$ cat config.mk
export PLATFORM = sky130hd
export DESIGN_NAME = alu_writeback
export DESIGN_NICKNAME = d
export VERILOG_FILES = /design/src/rtl/alu_writeback.sv
export SDC_FILE = /design/constraint.sdc
export NUM_CORES = 1
export LEC_CHECK = 0
export BUFFER_PORTS_ARGS = -buffer_cell sky130_fd_sc_hd__buf_2
export CORE_ASPECT_RATIO = 1.75
export CORE_MARGIN = 3
export CORE_UTILIZATION = 40
export CTS_CLUSTER_SIZE = 20
export DETAILED_ROUTE_END_ITERATION = 8
export GPL_TIMING_DRIVEN = 0
export PLACE_DENSITY = 0.7
export SLEW_MARGIN = 10
export SYNTH_ARGS = -nofsm -noshare
export SYNTH_HDL_FRONTEND = slang
export SYNTH_SLANG_ARGS = --single-unit
$ cat constraint.sdc
create_clock -name clk -period 4.04 [get_ports clk]
set_clock_uncertainty 0.1 [all_clocks]
set_input_delay 0 -clock clk [delete_from_list [all_inputs] [get_ports clk]]
set_output_delay 0 -clock clk [all_outputs]
set_load 0.01 [all_outputs]
$ cat src/rtl/alu_writeback.sv
// alu_writeback -- commit stage behind the ez8 ALU.
//
// Commits the execute instruction's ALU results into the architectural
// accumulator and the Z/C/GIE flags. It also registers a one-cycle
// register-file write and presents that pending write as a bypass entry.
// A two-state skip machine discards the next real instruction after a
// committed skip.
//
// Ports:
//   clk, reset              clock (rising edge), async active-high reset
//   ex_valid, stall         execute slot is real / hold the stage
//   ex_addr, result         register operand address, ALU result
//   *_write, zout/cout/gieout  ALU write enables and flag values
//   skip, irq_take          skip-next request, interrupt entry (clears GIE)
//   accum, z, c, gie        architectural state (accum/c feed the ALU)
//   rf_wen/rf_waddr/rf_wdata   registered register-file write
//   fwd_valid/fwd_addr/fwd_data bypass view of the same write
//   squash                  execute instruction is being discarded
module alu_writeback (
    input  logic       clk,
    input  logic       reset,
    input  logic       ex_valid,
    input  logic       stall,
    input  logic [7:0] ex_addr,
    input  logic [7:0] result,
    input  logic       accum_write,
    input  logic       reg_write,
    input  logic       z_write,
    input  logic       c_write,
    input  logic       gie_write,
    input  logic       zout,
    input  logic       cout,
    input  logic       gieout,
    input  logic       skip,
    input  logic       irq_take,
    output logic [7:0] accum,
    output logic       z,
    output logic       c,
    output logic       gie,
    output logic       rf_wen,
    output logic [7:0] rf_waddr,
    output logic [7:0] rf_wdata,
    output logic       fwd_valid,
    output logic [7:0] fwd_addr,
    output logic [7:0] fwd_data,
    output logic       squash
);

    typedef enum logic {S_IDLE, S_ARMED} skip_state_e;

    skip_state_e state_q, state_d;
    logic [7:0]  accum_q, accum_d;
    logic        z_q, z_d;
    logic        c_q, c_d;
    logic        gie_q, gie_d;
    logic        rf_wen_q, rf_wen_d;
    logic [7:0]  rf_waddr_q, rf_waddr_d;
    logic [7:0]  rf_wdata_q, rf_wdata_d;

    logic skip_pending;
    logic commit;

    assign skip_pending = (state_q == S_ARMED);
    assign commit       = ex_valid & ~stall & ~skip_pending;

    always_comb begin
        state_d    = state_q;
        accum_d    = accum_q;
        z_d        = z_q;
        c_d        = c_q;
        gie_d      = gie_q;
        // The write strobe is a pulse: it only survives an edge when a new
        // committed reg_write reloads it, even while stalled.
        rf_wen_d   = 1'b0;
        rf_waddr_d = rf_waddr_q;
        rf_wdata_d = rf_wdata_q;

        if (commit) begin
            if (accum_write) accum_d = result;
            if (z_write)     z_d     = zout;
            if (c_write)     c_d     = cout;
            if (gie_write)   gie_d   = gieout;
            if (reg_write) begin
                rf_wen_d   = 1'b1;
                rf_waddr_d = ex_addr;
                rf_wdata_d = result;
            end
        end

        // Interrupt entry wins over a same-cycle GIE write.
        if (irq_take) gie_d = 1'b0;

        case (state_q)
            S_IDLE:  if (commit && skip) state_d = S_ARMED;
            // The first real, unstalled instruction is the one skipped;
            // its own skip request dies with it.
            S_ARMED: if (ex_valid && !stall) state_d = S_IDLE;
            default: state_d = S_IDLE;
        endcase
    end

    always_ff @(posedge clk or posedge reset) begin
        if (reset) begin
            state_q    <= S_IDLE;
            accum_q    <= 8'h00;
            z_q        <= 1'b0;
            c_q        <= 1'b0;
            gie_q      <= 1'b0;
            rf_wen_q   <= 1'b0;
            rf_waddr_q <= 8'h00;
            rf_wdata_q <= 8'h00;
        end else begin
            state_q    <= state_d;
            accum_q    <= accum_d;
            z_q        <= z_d;
            c_q        <= c_d;
            gie_q      <= gie_d;
            rf_wen_q   <= rf_wen_d;
            rf_waddr_q <= rf_waddr_d;
            rf_wdata_q <= rf_wdata_d;
        end
    end

    assign accum     = accum_q;
    assign z         = z_q;
    assign c         = c_q;
    assign gie       = gie_q;
    assign rf_wen    = rf_wen_q;
    assign rf_waddr  = rf_waddr_q;
    assign rf_wdata  = rf_wdata_q;
    assign fwd_valid = rf_wen_q;
    assign fwd_addr  = rf_waddr_q;
    assign fwd_data  = rf_wdata_q;
    assign squash    = ex_valid & skip_pending;

endmodule
Word-level counts from Yosys, hierarchy flattened --
Index checks and enable logic that the tools add are counted.
Operators by class: bitwise operators 5, reductions and logical operators 10, muxes and demuxes 8
Operators with widths (number):
- $reduce_and 2->1 | 5
- $mux 1 | 7
- $reduce_bool 2->1 | 2
- $and 1x1->1 | 3
- $logic_and 1x1->1 | 2
- $not 1->1 | 2
- $pmux 1 s2 | 1
- $logic_not 1->1 | 1
Storage, ports and cells: output and inout port bits 46, register bits 29, input port bits 30

Logic depth before layout (Yosys ltp) --
Gate-level depths: netlist of run 1.
word-level depth 6, gate-level depth with buffers 4, mapped depth without buffers 2

Worst setup path before layout of run 1 --
Ideal clock, no wire load.
path kind register to register, start register state_q (netlist: skip_pending), end register rf_waddr_q[5] (netlist: fwd_addr[5]), setup slack 2.601 ns, setup time 0.125 ns, period minus slack after synthesis 1.439 ns, data arrival time 1.214 ns, cell stages (with the launch flop) 5, path buffers 2, data required time 3.815 ns, cells stage by stage dfrtp_1 -> and4bb_1 -> buf_6 -> buf_12 -> mux2_4
On the way: cells in the longest elaborated chain, start to end 3
Ends and longest elaborated chain:
- from (decl) | RTL line 51 | skip_state_e state_q, state_d;
- from (signal assigned) | RTL line 113 | state_q <= state_d;
- $not 1->1
- $and 1x1->1 | RTL line 64 | assign commit = ex_valid & ~stall & ~skip_pending;
- $reduce_and 2->1 (no source line)
- to (signal assigned) | RTL line 119 | rf_waddr_q <= rf_waddr_d;
- to (decl) | RTL line 57 | logic [7:0] rf_waddr_q, rf_waddr_d;
Every way passes these cells. A chain may end at the register's enable or synchronous reset.

Worst setup path after layout of run 1 --
start input gieout, end register gie_q (netlist: gie)
On the way: cells in the longest elaborated chain, start to end 3
Ends and longest elaborated chain:
- from (decl) | RTL line 33 | input logic gieout,
- $mux 1 | RTL line 82 | if (gie_write) gie_d = gieout;
- $mux 1 | RTL line 78 | if (commit) begin
- $mux 1 | RTL line 91 | if (irq_take) gie_d = 1'b0;
- to (signal assigned) | RTL line 117 | gie_q <= gie_d;
- to (decl) | RTL line 55 | logic gie_q, gie_d;
Every way passes these cells. The select of a mux whose other input is x is not followed.

==> flow_summary.toml, run 1 <==
[timing]
min_period_ns = 1.796
holdWs_ns = 0.06137
slew_viol_final = 0
hold_viol = 0
rsz0062_at_grt = "false"
setup_viol = 0
worstMarginPinSlew_ns = 1.086
fmax_mhz = 556.9
finalCritPeriodShare_pct = 44.44
setup-tns-final_ns = 0
slew_headroom_pct = 27.53
fin_ws_ns = 2.245

[synthesis]
synthTopCellsByArea = "dfrtp_1 54%, mux2_2 15%, mux2_4 10%"
syn_nets = 118
ys.flop_type = "dfrtp_1"
ys_seq_area_share_pct = 54.15
yosys_register_bits = 29
synth_cell_types = 15
syn-cell-area_mm2 = 0.001340
synth_top_area_share_pct = 54.15
yosys.area.top_type = "dfrtp_1"
synth-edff-count = 0
syn_avg_cell_area_um2 = 15.23
synthTopCellsByCount = "29 x dfrtp_1, 18 x mux2_2, 17 x buf_4"
netlist_instances = 88
async_flop_share_pct = 100.0
synth_most_common_cell = "dfrtp_1"
yosys_warnings = 0

[global_route]
grt_max_degree = 30
grtUsageTotal_pct = 16.53
grt_pass1_wl_mm = 5.016
antenna_found_initial = 0
grt_pass1_vias = 1121
overflow = 0

[setup_path]
worst_ep_arrival_time_ns = 1.85
required_ns = 4.09
crit_type = "in -> reg"
cp_slowest_cell = "dlygate4sd3_1"
worstRegToRegCells = 3
crit_path_end_kind = "register"
startpoint_type = "input port"
cpMostUsedCell = "dlygate4sd3_1"
max_stage_delay_ns = 0.55
path_delay_family = "buffers and inverters"
reg2reg_slack_ns = 2.41
timing.rr.end = "gie"
path_cells = "dlygate4sd3_1, buf_2, nand2b_1, dlygate4sd3_1, mux2i_1, dlygate4sd3_1"
r2r_start = "skip_pending"
crit_buf_inv = 4
cp_max_fo = 1

[power]
max-vdd-ir-drop_v = 0.0003783
power_density_mw_per_mm2 = 539.6
power_mw = 1.122
p_leak_nw = 1.070

[floorplanning]
coreArea_mm2 = 0.003176
die_h_um = 82.57
dieArea_mm2 = 0.004108
start_util_pct = 42.20
die_w_um = 49.76
floorplan.rows = 27
io_pins = 76

[outcome]
outcome = "finished, final reports clean"

[clock_tree]
clkTransAtPathRegs_ns = 0.06
ctsHoldBuffers = 23
clock_path_buffers = 2
cts_resized = 0
cts_buffers = 5
cts_tree = "yes"
h-tree-depth = 2
clk_latency_ns = 0.27
post_cts_buffers = 0
cts.sinks = 29
clock-root-buffer = "clkbuf_8"

[drt]
dr.pass1.iters = 3
num_vias = 1058
drtAntennaViolNets = 0
drc = 0
post_drt_via_cell_ratio = 4.464
first_iter_violations = 6
drt-total-wl_mm = 3.237
wl_per_cell_um = 13.66

[placed_design]
post-place-ws_ns = 2.476
dpl.cell_count = 206
gp_congestion = 0.6278
port_buffers = 75
hpwl_mm = 2.320

[min_path]
min_to = "skip_pending"
whs_path_depth = 3
worstHoldStart = "ex_valid"
hp-class = "in -> reg"

[finish]
fin_cells = 237
areaGrowthSynthToFinish_pct = 55.18
final_nets = 223
n_antenna_cell = 0
final_layout_size_suffix_gt1_share_pct = 68.56

[flow_run]
cap_viol_max_count = 0
==> cells by family (layout without fill, tap and decap cells) <==
logic type             count (synthesis)  count (layout)  share of synthesized area (%)
DFF                                   29              29                          54.16
muxes                                 28              28                          25.96
buffers and inverters                 21             127                          12.51
and+or+nand+nor                       10              10                          7.377
==> flip-flops by register name (all words and copies together), names as in the netlist <==
name,count
accum,8
fwd_addr,8
fwd_data,8
c,1
fwd_valid,1
gie,1
skip_pending,1
z,1
==> metrics by stage <==
stage | area (µm²) | util [%]
after floorplan | 1340 | -
after global placement | 1769 | 55.71
after detailed placement | 1769 | 55.71
after CTS | 2079 | 65.48
after global routing | 2079 | 65.48
final | 2079 | 65.48
==> final cells by class <==
cell class / instances / area, µm²
multi-input cells: 38 / 446.7
clock buffers: 8 / 80.08
fillers: 260 / 1096
inverters: 1 / 3.754
well taps: 43 / 53.80
flip-flops and latches: 29 / 725.7
plain buffers: 20 / 163.9
repair buffers: 98 / 605.6
==> layer usage <==
layer	track usage [%]	wire length, µm
met1	16.23	1129
met3	4.668	179
met4	7.479	52
met5	0	0
met2	31.56	1876
==> cell usage in the layout (no fill, tap or decap), drive strengths merged <==
master | Yosys | layout
buf | 20 | 95
dfrtp | 29 | 29
mux2 | 27 | 27
dlygate4sd3 | 0 | 23
clkbuf | 0 | 8
and4bb | 5 | 5
nand2b | 2 | 2
and2b | 2 | 2
mux2i | 1 | 1
and2 | 1 | 1
inv | 1 | 1
==> how the worst max path moves through the flow <==
stage / from / endpoint / slack (ns) / cells after the start
after floorplan: skip_pending / fwd_addr[5] / 2.60 / 4
after global placement: skip_pending / accum[3] / 2.51 / 3
after detailed placement: skip_pending / accum[1] / 2.48 / 3
after CTS: gieout / gie / 2.26 / 6
after global routing: gieout / gie / 2.21 / 6
final: gieout / gie / 2.24 / 6
==> report_power, final <==
group | internal, mW | switching, mW | total [mW]
Clock | 0.122 | 0.0972 | 0.219
Combinational | 0.275 | 0.187 | 0.462
Sequential | 0.381 | 0.0601 | 0.441
Total | 0.777 | 0.345 | 1.12
==> worst register-to-register path: cells and delay by family, from the launching register on <==
family	cells	cell delay, ns
muxes	1	0.17
and+or+nand+nor	1	0.32
DFF	1	0.43
buffers and inverters	1	0.56
Power figures use the tool's default switching activity.
==> inputs of run 2 (changes only) <==
==> constraint.sdc (replaced) <==
create_clock -name clk -period 1.8 [get_ports clk]
set_clock_uncertainty 0.1 [all_clocks]
set_input_delay 0 -clock clk [delete_from_list [all_inputs] [get_ports clk]]
set_output_delay 0 -clock clk [all_outputs]
set_load 0.01 [all_outputs]
==> flow_summary.toml, run 2 (synthesized netlist as in run 1, its figures left out) <==
[outcome]
outcome = "finished, final reports clean"

[timing]
holdWs_ns = 0.05997
rsz0062_at_grt = "false"
slew_viol_final = 0
setup-tns-final_ns = 0
worstMarginPinSlew_ns = 1.086
finalCritPeriodShare_pct = 90.67
min_period_ns = 1.632
fmax_mhz = 612.7
setup_viol = 0
fin_ws_ns = 0.1679
hold_viol = 0
slew_headroom_pct = 27.53

[power]
switching_share_pct = 30.75
power_mw = 2.517
p_leak_nw = 1.067
share_comb_of_total_power_pct = 41.1
clock_power_share_pct = 19.6
power_switching_mw = 0.7741
max-vdd-ir-drop_v = 0.0008492
power.internal_mw = 1.743
power_density_mw_per_mm2 = 1216
pwr-share-seq_pct = 39.3

[clock_tree]
clock-root-buffer = "clkbuf_8"
clk_latency_ns = 0.27
cts_tree = "yes"
cts_resized = 0
cts_buffers = 5
clock_path_buffers = 2
cts.sinks = 29
h-tree-depth = 2
post_cts_buffers = 0
clkTransAtPathRegs_ns = 0.06

[finish]
fillCellCount = 261
n_antenna_cell = 0
final_layout_size_suffix_gt1_share_pct = 68.91
fin_cells = 236
layout_commonest_cell = "buf_2"
areaGrowthSynthToFinish_pct = 54.43
regArea_um2 = 725.7
multi_input_area_um2 = 446.7
final_nets = 222
mostFrequentLayoutCells = "76 x buf_2, 29 x dfrtp_1, 22 x dlygate4sd3_1"

[global_route]
antenna_found_initial = 0
overflow = 0
grt_pass1_wl_mm = 5.016
grt.busiest_layer = "met2"
gr-usage-met1_pct = 16.23
grtUsageTotal_pct = 16.53
met3_usage_pct = 4.668
grt_max_degree = 30
grt_pass1_vias = 1121
gr-usage-met2_pct = 31.56

[setup_path]
required_ns = 1.91
worstRegToRegCells = 3
cp_max_fo = 8
crit_path_end_kind = "register"
reg2reg_slack_ns = 0.17
worst_ep_arrival_time_ns = 1.74
crit_type = "reg -> reg"
startpoint_type = "register"

[drt]
dr.pass1.iters = 3
num_vias = 1052
drc = 0
drt-total-wl_mm = 3.238
post_drt_via_cell_ratio = 4.458
drtAntennaViolNets = 0
wl_per_cell_um = 13.72
first_iter_violations = 6

[min_path]
hp-class = "in -> reg"
whs_path_depth = 3

[floorplanning]
start_util_pct = 42.20
die_h_um = 82.57
dieArea_mm2 = 0.004108
coreArea_mm2 = 0.003176
io_pins = 76
floorplan.rows = 27
die_w_um = 49.76

[placed_design]
gp_congestion = 0.6278
port_buffers = 75
hpwl_mm = 2.320
dpl.cell_count = 206
post-place-ws_ns = 0.2356

[flow_run]
cap_viol_max_count = 0
[run 2: changes by cell type in the layout (fill, tap and decap cells not counted)]
cell / before / now
dlygate4sd3_1: 23 / 22
[run 2: repair_timing]
item / 4_1_cts / 5_1_grt
setup endpoints to repair: 0 / 1
hold buffers: 23 / 0
hold endpoints to repair: 57 / 0
[run 2: metrics by stage]
step / area, µm² / utilization, %
6_report: 2069 / 65.17
5_1_grt: 2069 / 65.17
4_1_cts: 2079 / 65.48
3_5_place_dp: 1769 / 55.71
3_3_place_gp: 1769 / 55.71
2_1_floorplan: 1340 / -
[run 2: area by class of cell]
class / count / area share (%)
Multi-Input combinational cell: 38 / 21.58
Buffer: 20 / 7.920
Timing Repair Buffer: 97 / 28.78
Sequential cell: 29 / 35.07
Clock buffer: 8 / 3.869
Tap cell: 43 / 2.600
Inverter: 1 / 0.1814
[run 2: per-layer routing]
metal  vias to the layer above  routed length (µm)
met2                        45                1879
met3                         6                 179
met1                       506                1127
li1                        495                   -
met5                         -                   0
met4                         0                  52
[run 2: power by group through the flow]
stage               logic (mW)  clock network [mW]  registers [mW]
floorplan                0.504                   0            1.08
global placement         0.982                   0           0.984
detailed placement        1.00                   0            1.00
CTS                       1.05               0.515           0.993
global route              1.11               0.550            1.02
finish                    1.04               0.492           0.989
[run 2: final timing paths]
path | startpoint | end
min in group asynchronous | reset | accum[5]
worst min register to register | accum[2] | accum[2]
max in group asynchronous | reset | fwd_addr[5]
worst min-delay path | ex_valid | skip_pending
worst max register to register | skip_pending | gie
worst max-delay path | skip_pending | gie
[run 2: worst max-delay path, cell delays in order (launching register included)]
cell and delay (ns):
dfrtp_1 0.43, and4bb_2 0.31, mux2i_1 0.17, dlygate4sd3_1 0.56
==> inputs of run 3 (changes only) <==
--- a/config.mk
+++ b/config.mk
@@ -13,7 +13,7 @@
 export DETAILED_ROUTE_END_ITERATION = 8
 export GPL_TIMING_DRIVEN = 0
 export PLACE_DENSITY = 0.7
-export SLEW_MARGIN = 10
+export SLEW_MARGIN = 20
 export SYNTH_ARGS = -nofsm -noshare
 export SYNTH_HDL_FRONTEND = slang
 export SYNTH_SLANG_ARGS = --single-unit
==> constraint.sdc (replaced) <==
create_clock -name clk -period 2.05 [get_ports clk]
set_clock_uncertainty 0.1 [all_clocks]
set_input_delay 0 -clock clk [delete_from_list [all_inputs] [get_ports clk]]
set_output_delay 0 -clock clk [all_outputs]
set_load 0.01 [all_outputs]
==> flow_summary.toml, run 3 (synthesized netlist as in run 1, its figures left out) <==
[timing]
slew_headroom_pct = 59.69
holdWs_ns = 0.06137
setup-tns-final_ns = 0
slew_viol_final = 0
min_period_ns = 1.795
fin_ws_ns = 0.2545
setup_viol = 0
hold_viol = 0
worstMarginPinSlew_ns = 0.6037
rsz0062_at_grt = "false"
finalCritPeriodShare_pct = 87.59
fmax_mhz = 556.9

[finish]
n_antenna_cell = 0
final_nets = 223
layout_commonest_cell = "buf_2"
fin_cells = 237
fin_area_mm2 = 0.002079
final_layout_size_suffix_gt1_share_pct = 69.07
final_util_pct = 65.48
areaGrowthSynthToFinish_pct = 55.18
mostFrequentLayoutCells = "76 x buf_2, 29 x dfrtp_1, 23 x dlygate4sd3_1"

[min_path]
whs_path_depth = 3
min_to = "skip_pending"
hp-class = "in -> reg"
worstHoldStart = "ex_valid"

[power]
power_density_mw_per_mm2 = 1064
max-vdd-ir-drop_v = 0.0007456
clock_power_share_pct = 19.5
power.internal_mw = 1.532
switching_share_pct = 30.73
share_comb_of_total_power_pct = 41.2
pwr-share-seq_pct = 39.3
power_switching_mw = 0.6796
power_mw = 2.212
p_leak_nw = 1.069

[floorplanning]
die_w_um = 49.76
die_h_um = 82.57
coreArea_mm2 = 0.003176
io_pins = 76
floorplan.rows = 27
start_util_pct = 42.20
dieArea_mm2 = 0.004108

[clock_tree]
cts.sinks = 29
ctsHoldBuffers = 23
clkTransAtPathRegs_ns = 0.06
clock_path_buffers = 2
h-tree-depth = 2
post_cts_buffers = 0
clk_latency_ns = 0.27
cts_resized = 0
cts_tree = "yes"
cts_buffers = 5
clock-root-buffer = "clkbuf_8"

[drt]
dr.pass1.iters = 3
drtAntennaViolNets = 0
drt-total-wl_mm = 3.237
wl_per_cell_um = 13.66
drc = 0
post_drt_via_cell_ratio = 4.464
first_iter_violations = 6
num_vias = 1058

[setup_path]
cp_max_fo = 1
crit_path_end_kind = "register"
timing.rr.end = "gie"
required_ns = 2.10
worst_ep_arrival_time_ns = 1.85
startpoint_type = "input port"
r2r_start = "skip_pending"
worstRegToRegCells = 3
crit_type = "in -> reg"
reg2reg_slack_ns = 0.42

[placed_design]
gp_congestion = 0.6278
hpwl_mm = 2.320
post-place-ws_ns = 0.4856
placed_area_mm2 = 0.001769
dpl.cell_count = 206
port_buffers = 75

[global_route]
grt_pass1_wl_mm = 5.016
grt_pass1_vias = 1121
overflow = 0
grtUsageTotal_pct = 16.53
grt_max_degree = 30
antenna_found_initial = 0

[flow_run]
cap_viol_max_count = 0

[outcome]
outcome = "finished, final reports clean"
==> run 3: cell types whose count changed in the layout (fill, tap and decap cells not counted) <==
cell / change
dlygate4sd3_1: +1
inv_1: -1
inv_2: +1
==> run 3: cell type report <==
class	instances	area, µm²
buffer	20	163.9
clock buffer	8	80.08
fill	260	1096
inverter	1	3.754
multi-input combinational	38	446.7
sequential	29	725.7
tap	43	53.80
timing repair buffer	98	605.6
==> run 3: power groups by stage <==
| stage | sequential [mW] | combinational (mW) | clock, mW |
|---|---|---|---|
| floorplan | 0.950 | 0.442 | 0 |
| global placement | 0.864 | 0.862 | 0 |
| CTS | 0.872 | 0.918 | 0.452 |
| finish | 0.869 | 0.911 | 0.432 |
| global route | 0.897 | 0.977 | 0.483 |
| detailed placement | 0.881 | 0.881 | 0 |
==> run 3: how the worst max path moves through the flow <==
stage                       from     endpoint
finish                    gieout          gie
CTS                       gieout          gie
global route              gieout          gie
detailed placement  skip_pending     accum[1]
floorplan           skip_pending  fwd_addr[5]
global placement    skip_pending     accum[3]
==> run 3: routing by layer <==
metal	part of all wire [%]	track usage, %	vias to the layer above	wire length [µm]
li1	-	-	497	-
met1	35	16.23	510	1129
met2	58	31.56	45	1876
met3	5.5	4.668	6	179
met4	1.6	7.479	0	52
met5	0	0	-	0
==> run 3: critical path, stage by stage <==
cell and delay [ns]:
dlygate4sd3_1 0.53, buf_2 0.11, nand2b_1 0.05, dlygate4sd3_1 0.54, mux2i_1 0.06, dlygate4sd3_1 0.55
